==> config.mk <==
export PLATFORM = sky130hd
export DESIGN_NAME = multi_cycle_control_unit_flat
export DESIGN_NICKNAME = d
export VERILOG_FILES = /design/src/rtl/multi_cycle_control_unit_if.sv /design/src/rtl/multi_cycle_control_unit.sv /design/src/flat_wrapper.sv
export SDC_FILE = /design/constraint.sdc
export NUM_CORES = 1
export LEC_CHECK = 0
export ABC_AREA = 1
export ABC_CLOCK_PERIOD_IN_PS = 2070
export CAP_MARGIN = 15
export CORE_AREA = 5 5 44 46
export DETAILED_ROUTE_END_ITERATION = 10
export DIE_AREA = 0 0 49 51
export GPL_ROUTABILITY_DRIVEN = 0
export HOLD_SLACK_MARGIN = 0.15
export PLACE_DENSITY = 0.88
export SYNTH_ARGS = -nofsm -noshare
export SYNTH_HDL_FRONTEND = slang
export SYNTH_SLANG_ARGS = --single-unit
==> constraint.sdc <==
create_clock -name CLK -period 2.07 [get_ports CLK]
set_input_delay 0.3105 -clock CLK [delete_from_list [all_inputs] [get_ports CLK]]
set_output_delay 0.3105 -clock CLK [all_outputs]
set_load 0.01 [all_outputs]
==> src/rtl/multi_cycle_control_unit_if.sv <==
// Control bus between the multi-cycle control unit and the datapath.
// The control unit drives every enable/select through the master modport.
interface multi_cycle_control_unit_if #(
    parameter int OP_W    = 6,
    parameter int ALUOP_W = 3
);
    logic [OP_W-1:0]    op;
    logic               zero;
    logic               sign;
    logic               PCWre;
    logic               IRWre;
    logic               InsMemRW;
    logic               RegWre;
    logic               mRD;
    logic               mWR;
    logic               ALUSrcA;
    logic               ALUSrcB;
    logic               DBDataSrc;
    logic               WrRegDSrc;
    logic [1:0]         RegDst;
    logic               ExtSel;
    logic [1:0]         PCSrc;
    logic [ALUOP_W-1:0] ALUOp;
    logic               illegal_op;

    modport master (
        input  op, zero, sign,
        output PCWre, IRWre, InsMemRW, RegWre, mRD, mWR, ALUSrcA, ALUSrcB,
               DBDataSrc, WrRegDSrc, RegDst, ExtSel, PCSrc, ALUOp, illegal_op
    );

    modport slave (
        output op, zero, sign,
        input  PCWre, IRWre, InsMemRW, RegWre, mRD, mWR, ALUSrcA, ALUSrcB,
               DBDataSrc, WrRegDSrc, RegDst, ExtSel, PCSrc, ALUOp, illegal_op
    );
endinterface

==> src/rtl/multi_cycle_control_unit.sv <==
// Multi-cycle CPU control FSM (IF/ID/EXE/MEM/WB) driving all datapath enables and selects.
// Optional ILLEGAL_OP_TRAP_EN: unlisted opcodes trap in ID and set sticky illegal_op.
module multi_cycle_control_unit #(
    parameter int OP_W    = 6,
    parameter int ALUOP_W = 3
) (
    input  logic CLK,
    input  logic Reset,
    multi_cycle_control_unit_if.master bus
);
    localparam logic [2:0] S_IF     = 3'b000;
    localparam logic [2:0] S_ID     = 3'b001;
    localparam logic [2:0] S_EXE_LS = 3'b010;
    localparam logic [2:0] S_MEM    = 3'b011;
    localparam logic [2:0] S_WB_LD  = 3'b100;
    localparam logic [2:0] S_EXE_BR = 3'b101;
    localparam logic [2:0] S_EXE_AL = 3'b110;
    localparam logic [2:0] S_WB_AL  = 3'b111;

    localparam logic [OP_W-1:0] OP_ADD  = OP_W'(6'b000000);
    localparam logic [OP_W-1:0] OP_SUB  = OP_W'(6'b000001);
    localparam logic [OP_W-1:0] OP_ADDI = OP_W'(6'b000010);
    localparam logic [OP_W-1:0] OP_OR   = OP_W'(6'b010000);
    localparam logic [OP_W-1:0] OP_AND  = OP_W'(6'b010001);
    localparam logic [OP_W-1:0] OP_ORI  = OP_W'(6'b010010);
    localparam logic [OP_W-1:0] OP_SLL  = OP_W'(6'b011000);
    localparam logic [OP_W-1:0] OP_SLT  = OP_W'(6'b100110);
    localparam logic [OP_W-1:0] OP_SLTI = OP_W'(6'b100111);
    localparam logic [OP_W-1:0] OP_SW   = OP_W'(6'b110000);
    localparam logic [OP_W-1:0] OP_LW   = OP_W'(6'b110001);
    localparam logic [OP_W-1:0] OP_BEQ  = OP_W'(6'b110100);
    localparam logic [OP_W-1:0] OP_BNE  = OP_W'(6'b110101);
    localparam logic [OP_W-1:0] OP_BLTZ = OP_W'(6'b110110);
    localparam logic [OP_W-1:0] OP_J    = OP_W'(6'b111000);
    localparam logic [OP_W-1:0] OP_JR   = OP_W'(6'b111001);
    localparam logic [OP_W-1:0] OP_JAL  = OP_W'(6'b111010);
    localparam logic [OP_W-1:0] OP_HALT = OP_W'(6'b111111);

    localparam logic [ALUOP_W-1:0] ALU_ADD = ALUOP_W'(3'b000);
    localparam logic [ALUOP_W-1:0] ALU_SUB = ALUOP_W'(3'b001);
    localparam logic [ALUOP_W-1:0] ALU_SLL = ALUOP_W'(3'b010);
    localparam logic [ALUOP_W-1:0] ALU_OR  = ALUOP_W'(3'b011);
    localparam logic [ALUOP_W-1:0] ALU_AND = ALUOP_W'(3'b100);
    localparam logic [ALUOP_W-1:0] ALU_SLT = ALUOP_W'(3'b101);

`ifdef ILLEGAL_OP_TRAP_EN
    localparam logic TRAP_EN = 1'b1;
`else
    localparam logic TRAP_EN = 1'b0;
`endif

    logic [2:0]         state_q, state_d;
    logic               illegal_op_q, illegal_op_d;
    logic               is_rtype_s, is_ialu_s, is_sll_s, is_ori_s;
    logic               is_beq_s, is_bne_s, is_bltz_s, is_sw_s, is_lw_s;
    logic               is_j_s, is_jr_s, is_jal_s, is_halt_s;
    logic               is_alu_s, is_branch_s, is_legal_s, br_taken_s;
    logic [ALUOP_W-1:0] alu_op_s;
    logic               pc_wre_s, ir_wre_s, reg_wre_s, m_wr_s, m_rd_s, ins_rd_s;
    logic [1:0]         pc_src_s;

    // Opcode classification and ALU operation decode
    always_comb begin
        is_rtype_s = 1'b0; is_ialu_s = 1'b0; is_sll_s = 1'b0; is_ori_s = 1'b0;
        is_beq_s   = 1'b0; is_bne_s  = 1'b0; is_bltz_s = 1'b0;
        is_sw_s    = 1'b0; is_lw_s   = 1'b0;
        is_j_s     = 1'b0; is_jr_s   = 1'b0; is_jal_s = 1'b0; is_halt_s = 1'b0;
        alu_op_s   = ALU_ADD;
        case (bus.op)
            OP_ADD:  is_rtype_s = 1'b1;
            OP_SUB:  begin is_rtype_s = 1'b1; alu_op_s = ALU_SUB; end
            OP_OR:   begin is_rtype_s = 1'b1; alu_op_s = ALU_OR;  end
            OP_AND:  begin is_rtype_s = 1'b1; alu_op_s = ALU_AND; end
            OP_SLL:  begin is_rtype_s = 1'b1; is_sll_s = 1'b1; alu_op_s = ALU_SLL; end
            OP_SLT:  begin is_rtype_s = 1'b1; alu_op_s = ALU_SLT; end
            OP_ADDI: is_ialu_s = 1'b1;
            OP_ORI:  begin is_ialu_s = 1'b1; is_ori_s = 1'b1; alu_op_s = ALU_OR; end
            OP_SLTI: begin is_ialu_s = 1'b1; alu_op_s = ALU_SLT; end
            OP_SW:   is_sw_s = 1'b1;
            OP_LW:   is_lw_s = 1'b1;
            OP_BEQ:  begin is_beq_s  = 1'b1; alu_op_s = ALU_SUB; end
            OP_BNE:  begin is_bne_s  = 1'b1; alu_op_s = ALU_SUB; end
            OP_BLTZ: begin is_bltz_s = 1'b1; alu_op_s = ALU_SUB; end
            OP_J:    is_j_s    = 1'b1;
            OP_JR:   is_jr_s   = 1'b1;
            OP_JAL:  is_jal_s  = 1'b1;
            OP_HALT: is_halt_s = 1'b1;
            default: alu_op_s  = ALU_ADD;
        endcase
    end

    assign is_alu_s    = is_rtype_s | is_ialu_s;
    assign is_branch_s = is_beq_s | is_bne_s | is_bltz_s;
    assign is_legal_s  = is_alu_s | is_branch_s | is_sw_s | is_lw_s |
                         is_j_s | is_jr_s | is_jal_s | is_halt_s;
    assign br_taken_s  = (is_beq_s & bus.zero) | (is_bne_s & ~bus.zero) | (is_bltz_s & bus.sign);

    // State and sticky trap flag registers
    always_ff @(posedge CLK or negedge Reset) begin
        if (!Reset) begin
            state_q      <= S_IF;
            illegal_op_q <= 1'b0;
        end else begin
            state_q      <= state_d;
            illegal_op_q <= illegal_op_d;
        end
    end

    // Next-state sequencing
    always_comb begin
        state_d      = S_IF;
        illegal_op_d = illegal_op_q;
        case (state_q)
            S_IF: state_d = S_ID;
            S_ID: begin
                if (is_alu_s) begin
                    state_d = S_EXE_AL;
                end else if (is_branch_s) begin
                    state_d = S_EXE_BR;
                end else if (is_sw_s | is_lw_s) begin
                    state_d = S_EXE_LS;
                end else if (is_halt_s) begin
                    state_d = S_ID;
                end else if (!is_legal_s) begin
                    state_d      = TRAP_EN ? S_ID : S_IF;
                    illegal_op_d = illegal_op_q | TRAP_EN;
                end else begin
                    state_d = S_IF;
                end
            end
            S_EXE_AL: state_d = S_WB_AL;
            S_EXE_LS: state_d = S_MEM;
            S_MEM:    state_d = is_lw_s ? S_WB_LD : S_IF;
            default:  state_d = S_IF;
        endcase
    end

    // Per-state enables; selects follow the held opcode in every state
    always_comb begin
        pc_wre_s  = 1'b0; ir_wre_s = 1'b0; reg_wre_s = 1'b0;
        m_wr_s    = 1'b0; m_rd_s   = 1'b0; ins_rd_s  = 1'b0;
        pc_src_s  = 2'b00;
        case (state_q)
            S_IF: begin
                ins_rd_s = 1'b1;
                ir_wre_s = 1'b1;
            end
            S_ID: begin
                if (is_jr_s) begin
                    pc_wre_s = 1'b1;
                    pc_src_s = 2'b10;
                end else if (is_j_s | is_jal_s) begin
                    pc_wre_s  = 1'b1;
                    pc_src_s  = 2'b11;
                    reg_wre_s = is_jal_s;
                end else begin
                    pc_wre_s = ~is_legal_s & ~TRAP_EN;
                end
            end
            S_EXE_BR: begin
                pc_wre_s = 1'b1;
                pc_src_s = br_taken_s ? 2'b01 : 2'b00;
            end
            S_MEM: begin
                pc_wre_s = is_sw_s;
                m_wr_s   = is_sw_s;
                m_rd_s   = is_lw_s;
            end
            S_WB_LD: begin
                pc_wre_s  = 1'b1;
                reg_wre_s = 1'b1;
                m_rd_s    = is_lw_s;
            end
            S_WB_AL: begin
                pc_wre_s  = 1'b1;
                reg_wre_s = 1'b1;
            end
            default: pc_src_s = 2'b00;
        endcase
    end

    assign bus.PCWre      = pc_wre_s  & Reset;
    assign bus.IRWre      = ir_wre_s  & Reset;
    assign bus.RegWre     = reg_wre_s & Reset;
    assign bus.mWR        = m_wr_s    & Reset;
    assign bus.mRD        = m_rd_s;
    assign bus.InsMemRW   = ins_rd_s;
    assign bus.PCSrc      = pc_src_s;
    assign bus.ALUOp      = alu_op_s;
    assign bus.ALUSrcA    = is_sll_s;
    assign bus.ALUSrcB    = is_ialu_s | is_sw_s | is_lw_s;
    assign bus.DBDataSrc  = is_lw_s;
    assign bus.WrRegDSrc  = ~is_jal_s;
    assign bus.RegDst     = is_jal_s ? 2'b00 : (is_rtype_s ? 2'b10 : 2'b01);
    assign bus.ExtSel     = ~is_ori_s;
    assign bus.illegal_op = illegal_op_q;
endmodule
==> src/flat_wrapper.sv <==
// flat-port wrapper written by rule: the top's interface ports become plain ports
module multi_cycle_control_unit_flat 
#(
    parameter int OP_W    = 6,
    parameter int ALUOP_W = 3
)
  (CLK, Reset, bus_op, bus_zero, bus_sign, bus_PCWre, bus_IRWre, bus_InsMemRW, bus_RegWre, bus_mRD, bus_mWR, bus_ALUSrcA, bus_ALUSrcB, bus_DBDataSrc, bus_WrRegDSrc, bus_RegDst, bus_ExtSel, bus_PCSrc, bus_ALUOp, bus_illegal_op);
  multi_cycle_control_unit_if #(.OP_W(OP_W), .ALUOP_W(ALUOP_W)) bus_i ();
  input  logic CLK;
  input  logic Reset;
  input wire logic [$bits(bus_i.op)-1:0] bus_op;
  input wire logic [$bits(bus_i.zero)-1:0] bus_zero;
  input wire logic [$bits(bus_i.sign)-1:0] bus_sign;
  output wire logic [$bits(bus_i.PCWre)-1:0] bus_PCWre;
  output wire logic [$bits(bus_i.IRWre)-1:0] bus_IRWre;
  output wire logic [$bits(bus_i.InsMemRW)-1:0] bus_InsMemRW;
  output wire logic [$bits(bus_i.RegWre)-1:0] bus_RegWre;
  output wire logic [$bits(bus_i.mRD)-1:0] bus_mRD;
  output wire logic [$bits(bus_i.mWR)-1:0] bus_mWR;
  output wire logic [$bits(bus_i.ALUSrcA)-1:0] bus_ALUSrcA;
  output wire logic [$bits(bus_i.ALUSrcB)-1:0] bus_ALUSrcB;
  output wire logic [$bits(bus_i.DBDataSrc)-1:0] bus_DBDataSrc;
  output wire logic [$bits(bus_i.WrRegDSrc)-1:0] bus_WrRegDSrc;
  output wire logic [$bits(bus_i.RegDst)-1:0] bus_RegDst;
  output wire logic [$bits(bus_i.ExtSel)-1:0] bus_ExtSel;
  output wire logic [$bits(bus_i.PCSrc)-1:0] bus_PCSrc;
  output wire logic [$bits(bus_i.ALUOp)-1:0] bus_ALUOp;
  output wire logic [$bits(bus_i.illegal_op)-1:0] bus_illegal_op;
  assign bus_i.op = bus_op;
  assign bus_i.zero = bus_zero;
  assign bus_i.sign = bus_sign;
  assign bus_PCWre = bus_i.PCWre;
  assign bus_IRWre = bus_i.IRWre;
  assign bus_InsMemRW = bus_i.InsMemRW;
  assign bus_RegWre = bus_i.RegWre;
  assign bus_mRD = bus_i.mRD;
  assign bus_mWR = bus_i.mWR;
  assign bus_ALUSrcA = bus_i.ALUSrcA;
  assign bus_ALUSrcB = bus_i.ALUSrcB;
  assign bus_DBDataSrc = bus_i.DBDataSrc;
  assign bus_WrRegDSrc = bus_i.WrRegDSrc;
  assign bus_RegDst = bus_i.RegDst;
  assign bus_ExtSel = bus_i.ExtSel;
  assign bus_PCSrc = bus_i.PCSrc;
  assign bus_ALUOp = bus_i.ALUOp;
  assign bus_illegal_op = bus_i.illegal_op;
  multi_cycle_control_unit #(.OP_W(OP_W), .ALUOP_W(ALUOP_W)) u_core (.CLK(CLK), .Reset(Reset), .bus(bus_i));
endmodule
# --- Yosys cells after proc, flatten, opt, wreduce, memory -nomap -nowiden ---
# Cells that the tools add are included.
classes:
  mux: 35
  n_eq_ne: 24
  n_reduce_logical: 10
  n_bitwise: 27
op_table:
  columns: ["operator", "count"]
  rows:
  - ["$eq 6x6->1 const B", 11]
  - ["$pmux 3 s5", 2]
  - ["$eq 6x5->1 const B", 4]
  - ["$mux 1", 22]
  - ["$or 1x1->1", 16]
  - ["$eq 3x3->1 const B", 4]
  - ["$mux 3", 4]
  - ["$mux 2", 4]
  - ["$reduce_or 2->1", 4]
  - ["$and 1x1->1", 7]
  - ["$eq 3x2->1 const B", 2]
  - ["$eq 6x1->1 const B", 1]
  - ["$eq 6x2->1 const B", 1]
  - ["$logic_not 6->1", 1]
  - ["$reduce_or 3->1", 2]
  - ["$reduce_or 6->1", 1]
  - ["$not 1->1", 4]
  - ["$pmux 2 s2", 1]
  - ["$reduce_or 4->1", 1]
  - ["$eq 3x1->1 const B", 1]
  - ["$logic_not 3->1", 1]
  - ["$pmux 1 s3", 1]
  - ["$pmux 1 s2", 1]
word_totals:
  reg_bits: 3
  inputBits: 10
  elab_cells: 97
  output_inout_bits: 19

# --- Logic depth before layout (Yosys ltp) ---
# Gate-level depths: netlist of the first run.
depth:
  ltp_word: 16
  ltp_mapped: 9
  depth_no_buf: 9

# --- Worst setup path after synthesis of the first run ---
# Ideal clock, no wire load.
synth_path:
  path_type: "reg-to-output"
  startpoint: "register u_core.state_q[1]"
  endpoint: "output bus_PCSrc[0]"
  arrival_ns: 1.132
  required_ns: 1.760
  path_stages_with_launch: 6
  path_slack_ns: 0.628
  path_buffers: 0
  path_cell_list: "dfrtp_1 > inv_1 > nand2_1 > nor2_2 > inv_1 > o31ai_1"
synth_between:
  elab_chain_cells: 2
  word_cells_on_any_way: 3
  cone_classes: "eq/ne (2); mux (1)"
synth_lines:
  columns: ["element", "line", "source"]
  rows:
  - ["start: declaration", "multi_cycle_control_unit.sv:52", "logic [2:0] state_q, state_d;"]
  - ["start signal: assignment", "multi_cycle_control_unit.sv:104", "state_q <= state_d;"]
  - ["$eq 3x3->1 or $eq 3x1->1 (tied branches)", "multi_cycle_control_unit.sv:143", "case (state_q)"]
  - ["$pmux 2 s2 (*)", "multi_cycle_control_unit.sv:143", null]
  - ["end: declaration", "flat_wrapper.sv:26", "output wire logic [$bits(bus_i.PCSrc)-1:0] bus_PCSrc;"]
# Mark *: on every way between the ends. The rest lies on a longest branch, timed or not.

# --- Final worst setup path of the first run ---
layout_path:
  startpoint: "input bus_op[3]"
  endpoint: "output bus_ALUSrcB"
layout_between:
  elab_chain_cells: 5
  word_cells_on_any_way: 11
  cone_classes: "eq/ne (5); mux (3); bitwise (2); reduce/logical (1)"
layout_lines:
  columns: ["element", "line", "source"]
  rows:
  - ["start: declaration", "flat_wrapper.sv:11", "input wire logic [$bits(bus_i.op)-1:0] bus_op;"]
  - ["$eq 6x2->1 (tied with other cells)", "multi_cycle_control_unit.sv:69", "case (bus.op)"]
  - ["$reduce_or 3->1 (no line)", null, null]
  - ["$mux 1", "multi_cycle_control_unit.sv:69", null]
  - ["$or 1x1->1", "multi_cycle_control_unit.sv:191", "assign bus.ALUSrcB = is_ialu_s | is_sw_s | is_lw_s;"]
  - ["$or 1x1->1 (*)", "multi_cycle_control_unit.sv:191", null]
  - ["end: declaration", "flat_wrapper.sv:21", "output wire logic [$bits(bus_i.ALUSrcB)-1:0] bus_ALUSrcB;"]
# Marks and branches as above.

==> summary.md, run 1 <==
| Metric | Value |
|---|---|
| Post-CTS Setup Repair Bufs | 0 |
| Fmax | 0.497 GHz |
| Worst-path clk slew | 0.03 ns |
| Post-DR wirelength/cell | 12.6 µm |
| Post-synthesis net count | 119 |
| Mux contribution to synthesized area | 0% |
| Routed Antenna Nets | 0 |
| Worst Clk Skew | 0.0000444 ns |
| Hpwl dp | 1.85 mm |
| Die height | 51 µm |
| Synthesized area per cell | 5.54 µm² |
| Final Max Slew Viols | 0 |
| Critical path type | in -> out |
| RSZ-0062 raised after global routing | true |
| Nets | 172 |
| Crit path DAT | 1.70 ns |
| Core ar. | 1470 µm² |
| Drt initial violations | 21 |
| Seq/Total Area, Yosys | 12.4% |
| CP max FO | 7 |
| Diode count | 0 |
| Post-synthesis compound-gate area fraction | 9.94% |
| DIE WIDTH | 49 µm |
| CP required | 1.76 ns |
| Flop pwr share | 18.8% |
| Post-synthesis xor/xnor area fraction | 0% |
| Status | complete, no violations |
| Setup crit end kind | output pin |
| Synth Instances | 109 |
| #FFs+latches synth | 3 |
| Max cap viols | 0 |
| Pin count of the biggest net entering global routing | 8 |
| Pwr Density | 521 nW/µm² |
| Share of cells above drive strength 1 | 35.4% |
| Largest family of logic cells by synthesized area | simple AND/OR/NAND/NOR gates |
| DRC | 0 |
| Final Hold Fails | 0 |
| Final setup vio count | 0 |
| Antenna violations before repair | 0 |
| Vias in the first global route | 868 |
| Synth top area share | 13.0% |
| Clk_lat worst skew | 0.23 ns |
| Starting Density | 41.1% |
| Clk buf depth | 2 |
| Filler cells | 100 |
| CTS Hold Buffers Added | 0 |
| Clock power frac | 17.5% |
| All-Layer GR Usage | 18.2% |
| Combinational power share | 63.7% |
| Via count | 914 |
| Cell Int Power | 312 µW |
| Initial DRT Pass Iterations | 4 |
| Synth top area cells | nand2_1 (13%), dfrtp_1 (12%), inv_1 (12%) |
| Mapped Area | 604 µm² |
| GRT overflow | 0 |
| Crit start category | primary input |
| CTS tree | built |
| Synth cell types | 23 |
| Max reg flops | 3 |
| Simple-gate share of the synthesized area | 62.7% |
| Post-synthesis adder-cell area fraction | 0% |
| Die area | 2500 µm² |
| Top cell type by total area after synthesis | nand2_1 |
| Peak VDD IR | 602 µV |
| Cell Rows | 14 |
| Global-route wire length before repair | 3.73 mm |
| H-tree lvl count | 1 |
| Minimum clock period | 2.01 ns |
| Hold_ws | 0.360 ns |
| Clock sink total | 3 |
| Leakage power of the design | 0.665 nW |
| Register name with the most flops | u_core.state_q |
| Via/cell ratio | 5.16 |
| Hold crit path type | in -> async |
| Net Sw Power | 262 µW |
| Clock buffer count from CTS | 3 |
| Root Driver | clkbuf_4 |
| Largest registers | u_core.state_q (3) |
| Switching fraction of total power | 45.7% |
| Pwr Total | 573 µW |
| Period utilization | 97.3% |
| IO Pins | 29 |
| Final WL | 2.22 mm |
| Yosys warning total | 0 |
| Area added between synthesis and finish | 82.0% |
| PortBufs | 27 |
## stage by stage
step / instance area, µm² / instances / TNS, ns / setup slack [ns] / utilization, %
final: 1100 / 177 / 0 / 0.0568 / 74.7
after global routing: 1100 / 177 / -0.0337 / -0.0337 / 74.7
after CTS: 1080 / 177 / 0 / 0.00224 / 73.3
after detailed placement: 1050 / 173 / -4.87 / -0.442 / 71.5
after global placement: 1050 / 173 / -3.80 / -0.366 / 71.5
after floorplan: 604 / 109 / 0 / 0.628 / -
## path summary, 6_finish.rpt
path	start	endpoint	slack [ns]	cells after the start
worst min register to register	u_core.state_q[0]	u_core.state_q[1]	0.54	1
max in group asynchronous	Reset	u_core.state_q[2]	1.62	2
min in group CLK	u_core.state_q[0]	u_core.state_q[1]	0.54	1
worst min-delay path	Reset	u_core.state_q[0]	0.36	2
worst max register to register	u_core.state_q[1]	u_core.state_q[0]	0.86	7
worst max-delay path	bus_op[3]	bus_ALUSrcB	0.06	7
## worst max-delay path: stages
cell and delay, ns:
dlygate4sd2_1 0.30, nor2_4 0.22, nand3_2 0.15, nand2_1 0.09
inv_1 0.05, nand2_1 0.05, clkdlybuf4s50_1 0.53
## layer usage
layer  vias up  routed length (µm)  GRT usage, %
li1        451                   -             -
met1       418                 911          20.9
met2        39                1160          34.1
met3         6                 101          2.33
met4         0                  50          6.73
met5         -                   0             0
## synthesized netlist by cell type (all sizes together)
cell type  count
a211oi         1
a21oi          3
a31oi          1
buf            1
conb           1
dfrtp          3
inv           21
nand2         24
nand3         20
nand4          2
nor2          24
nor3           2
o21ai          4
o31ai          1
or2            1
## what timing repair did
item / 4_1_cts / 5_1_grt
hold endpoints to repair: 0 / 0
setup endpoints to repair: 16 / 10
pin swaps: 1 / 1
resized for setup: 22 / 19
## power by group through the flow
stage | Combinational (mW) | Sequential (mW) | Clock, mW
after floorplan | 0.192 | 0.102 | 0
after global placement | 0.351 | 0.104 | 0
after detailed placement | 0.367 | 0.108 | 0
after CTS | 0.360 | 0.107 | 0.104
after global routing | 0.399 | 0.112 | 0.115
final | 0.366 | 0.108 | 0.100
## cell type report
type                    count  area [µm²]  share of cell area (%)
well taps                  16        20.0                    1.82
multi-input cells          84         470                    42.8
clock buffers               4        26.3                    2.39
flip-flops and latches      3        75.1                    6.83
inverters                  21        78.8                    7.17
repair buffers             49         429                    39.0
## cells by family (layout without fill, tap and decap cells)
family / Yosys count / after routing
compound gates: 10 / 10
buf+inv: 22 / 74
other cells: 1 / 1
flops: 3 / 3
simple gates: 73 / 73
## layout by cell type, fill, tap and decap left out, types with 2 or more instances in the layout
master / instances
buf_4: 22
nand2_1: 20
inv_1: 16
nor2_1: 15
nand3_1: 13
clkdlybuf4s50_1: 9
nand3_2: 7
inv_2: 5
nor2_2: 5
dlygate4sd2_1: 5
dlymetal6s2s_1: 5
nor2_4: 4
nand2_2: 3
o21ai_0: 3
clkbuf_4: 3
clkbuf_2: 3
clkdlybuf4s15_1: 3
dfrtp_1: 3
nand4_1: 2
a21oi_1: 2
nor3_1: 2
clkdlybuf4s15_2: 2
Power figures use the tool's default switching activity.
==> run 2: changes to the inputs <==
Settings changed: ABC_CLOCK_PERIOD_IN_PS 2070 to 1880, CORE_AREA 5 5 44 46 to 5 5 45 47, DIE_AREA 0 0 49 51 to 0 0 50 52, PLACE_DENSITY 0.88 to 0.84, RECOVER_POWER set to 100.
Clock period 2.07 ns to 1.88 ns, I/O delays scaled along.
==> summary.md, run 2 (same netlist as run 1, synthesis figures left out) <==
| Metric | Value |
|---|---|
| Status | complete, no violations |
| RR Startpoint | u_core.state_q[1] |
| Via/cell ratio | 4.93 |
| Routed Antenna Nets | 0 |
| Cell Rows | 15 |
| Die area | 2600 µm² |
| Initial DRT Pass Iterations | 4 |
| Pwr Total | 663 µW |
| Worst-path clk slew | 0.03 ns |
| Routed length on met3 | 76 µm |
| WL met1 | 876 µm |
| Final core utilization | 67.4% |
| RSZ-0062 raised after global routing | true |
| Peak VDD IR | 637 µV |
| Largest registers | u_core.state_q (3) |
| Via count | 903 |
| Die height | 52 µm |
| Max cap viols | 0 |
| CTS tree | built |
| Antenna violations before repair | 0 |
| Hpwl dp | 1.84 mm |
| Vias in the first global route | 883 |
| PortBufs | 27 |
| Top Layer Used | met4 |
| Root Driver | clkbuf_4 |
| Final setup vio count | 0 |
| Crit path DAT | 1.53 ns |
| Worst reg2reg endpoint | u_core.state_q[0] |
| CTS Hold Buffers Added | 0 |
| Hold_ws | 0.335 ns |
| Worst Clk Skew | 0.000969 ns |
| Clock sink total | 3 |
| DRC | 0 |
| Met2 wire length | 1.20 mm |
| Final WL | 2.17 mm |
| Final Max Slew Viols | 0 |
| Most common cell after layout, fill and taps aside | buf_4 |
| R2R cell count | 7 |
| Reg2Reg Setup Slack | 0.77 ns |
| Pwr Density | 610 nW/µm² |
| Worst Setup EP | bus_DBDataSrc |
| Dpl ws | -0.528 ns |
| Core ar. | 1610 µm² |
| Clk buf depth | 2 |
| Max reg flops | 3 |
| All-Layer GR Usage | 16.9% |
| Most frequent cells in the layout | buf_4 (22), nand2_1 (21), inv_1 (17), nor2_1 (17), nand3_1 (13) |
| Setup TNS | 0 ns |
| H-tree lvl count | 1 |
| DIE WIDTH | 50 µm |
| Minimum clock period | 1.82 ns |
| Area added between synthesis and finish | 79.9% |
| Clk_lat worst skew | 0.22 ns |
| Critical path type | in -> out |
| Period utilization | 96.6% |
| Fmax | 0.551 GHz |
| Clock buffer count from CTS | 3 |
| Leakage power of the design | 0.624 nW |
| Critical Path Start | bus_op[3] |
| IO Pins | 29 |
| Drt initial violations | 32 |
| Share of cells above drive strength 1 | 34.9% |
| Pin count of the biggest net entering global routing | 8 |
| Global-route wire length before repair | 3.53 mm |
| PnR worst setup slack | 0.0638 ns |
| CP required | 1.60 ns |
| Register name with the most flops | u_core.state_q |
| Crit start category | primary input |
| Starting Density | 37.4% |
| Nets | 177 |
| CP max FO | 7 |
| Hold crit path type | in -> async |
| Post-DR wirelength/cell | 11.8 µm |
| Final Hold Fails | 0 |
| GRT overflow | 0 |
| Diode count | 0 |
| Setup crit end kind | output pin |
## run 2: repair_timing
| item | 4_1_cts | 5_1_grt |
|---|---|---|
| pin swaps | 1 | 1 |
| buffers inserted | 1 | 0 |
| endpoints found under the hold margin | 0 | 0 |
| endpoints found under the setup margin | 17 | 8 |
| gates resized for setup | 33 | 13 |
## run 2: worst max-delay path: stages
cell and delay (ns):
dlygate4sd2_1 0.30, nor2_4 0.21, clkbuf_4 0.18, nand3_2 0.10
clkbuf_4 0.16, inv_1 0.04, dlygate4sd2_1 0.26
## run 2: final cells by class
class	instances	area, µm²
multi-input combinational	84	453
sequential	3	75.1
timing repair buffer	54	433
inverter	21	78.8
clock buffer	4	26.3
fill	148	527
tap	17	21.3
## run 2: how the worst min path moves through the flow
stage                              endpoint  slack, ns  depth (start not counted)         startpoint
after floorplan           u_core.state_q[0]      -0.01                          0              Reset
after global placement    u_core.state_q[1]       0.55                          2  u_core.state_q[0]
after detailed placement  u_core.state_q[2]       0.57                          2              Reset
after CTS                 u_core.state_q[2]       0.33                          2              Reset
after global routing      u_core.state_q[2]       0.34                          2              Reset
final                     u_core.state_q[2]       0.33                          2              Reset
## run 2: where the power goes
| part | leakage, nW | internal (mW) | switching [mW] |
|---|---|---|---|
| sequential | 0.0389 | 0.0883 | 0.0167 |
| clock | 0.0150 | 0.0792 | 0.0286 |
| combinational | 0.570 | 0.204 | 0.246 |
| total | 0.624 | 0.372 | 0.291 |
## run 2: routing by layer
metal / vias up / global-route usage, %
li1: 461 / -
met1: 421 / 18.4
met2: 19 / 31.6
met3: 2 / 2.29
met4: 0 / 7.42
met5: - / 0
## run 2: per-stage QoR
stage / instances / cell area [µm²]
after floorplan: 109 / 604
after global placement: 178 / 1080
after detailed placement: 178 / 1080
after CTS: 183 / 1110
after global routing: 183 / 1090
final: 183 / 1090
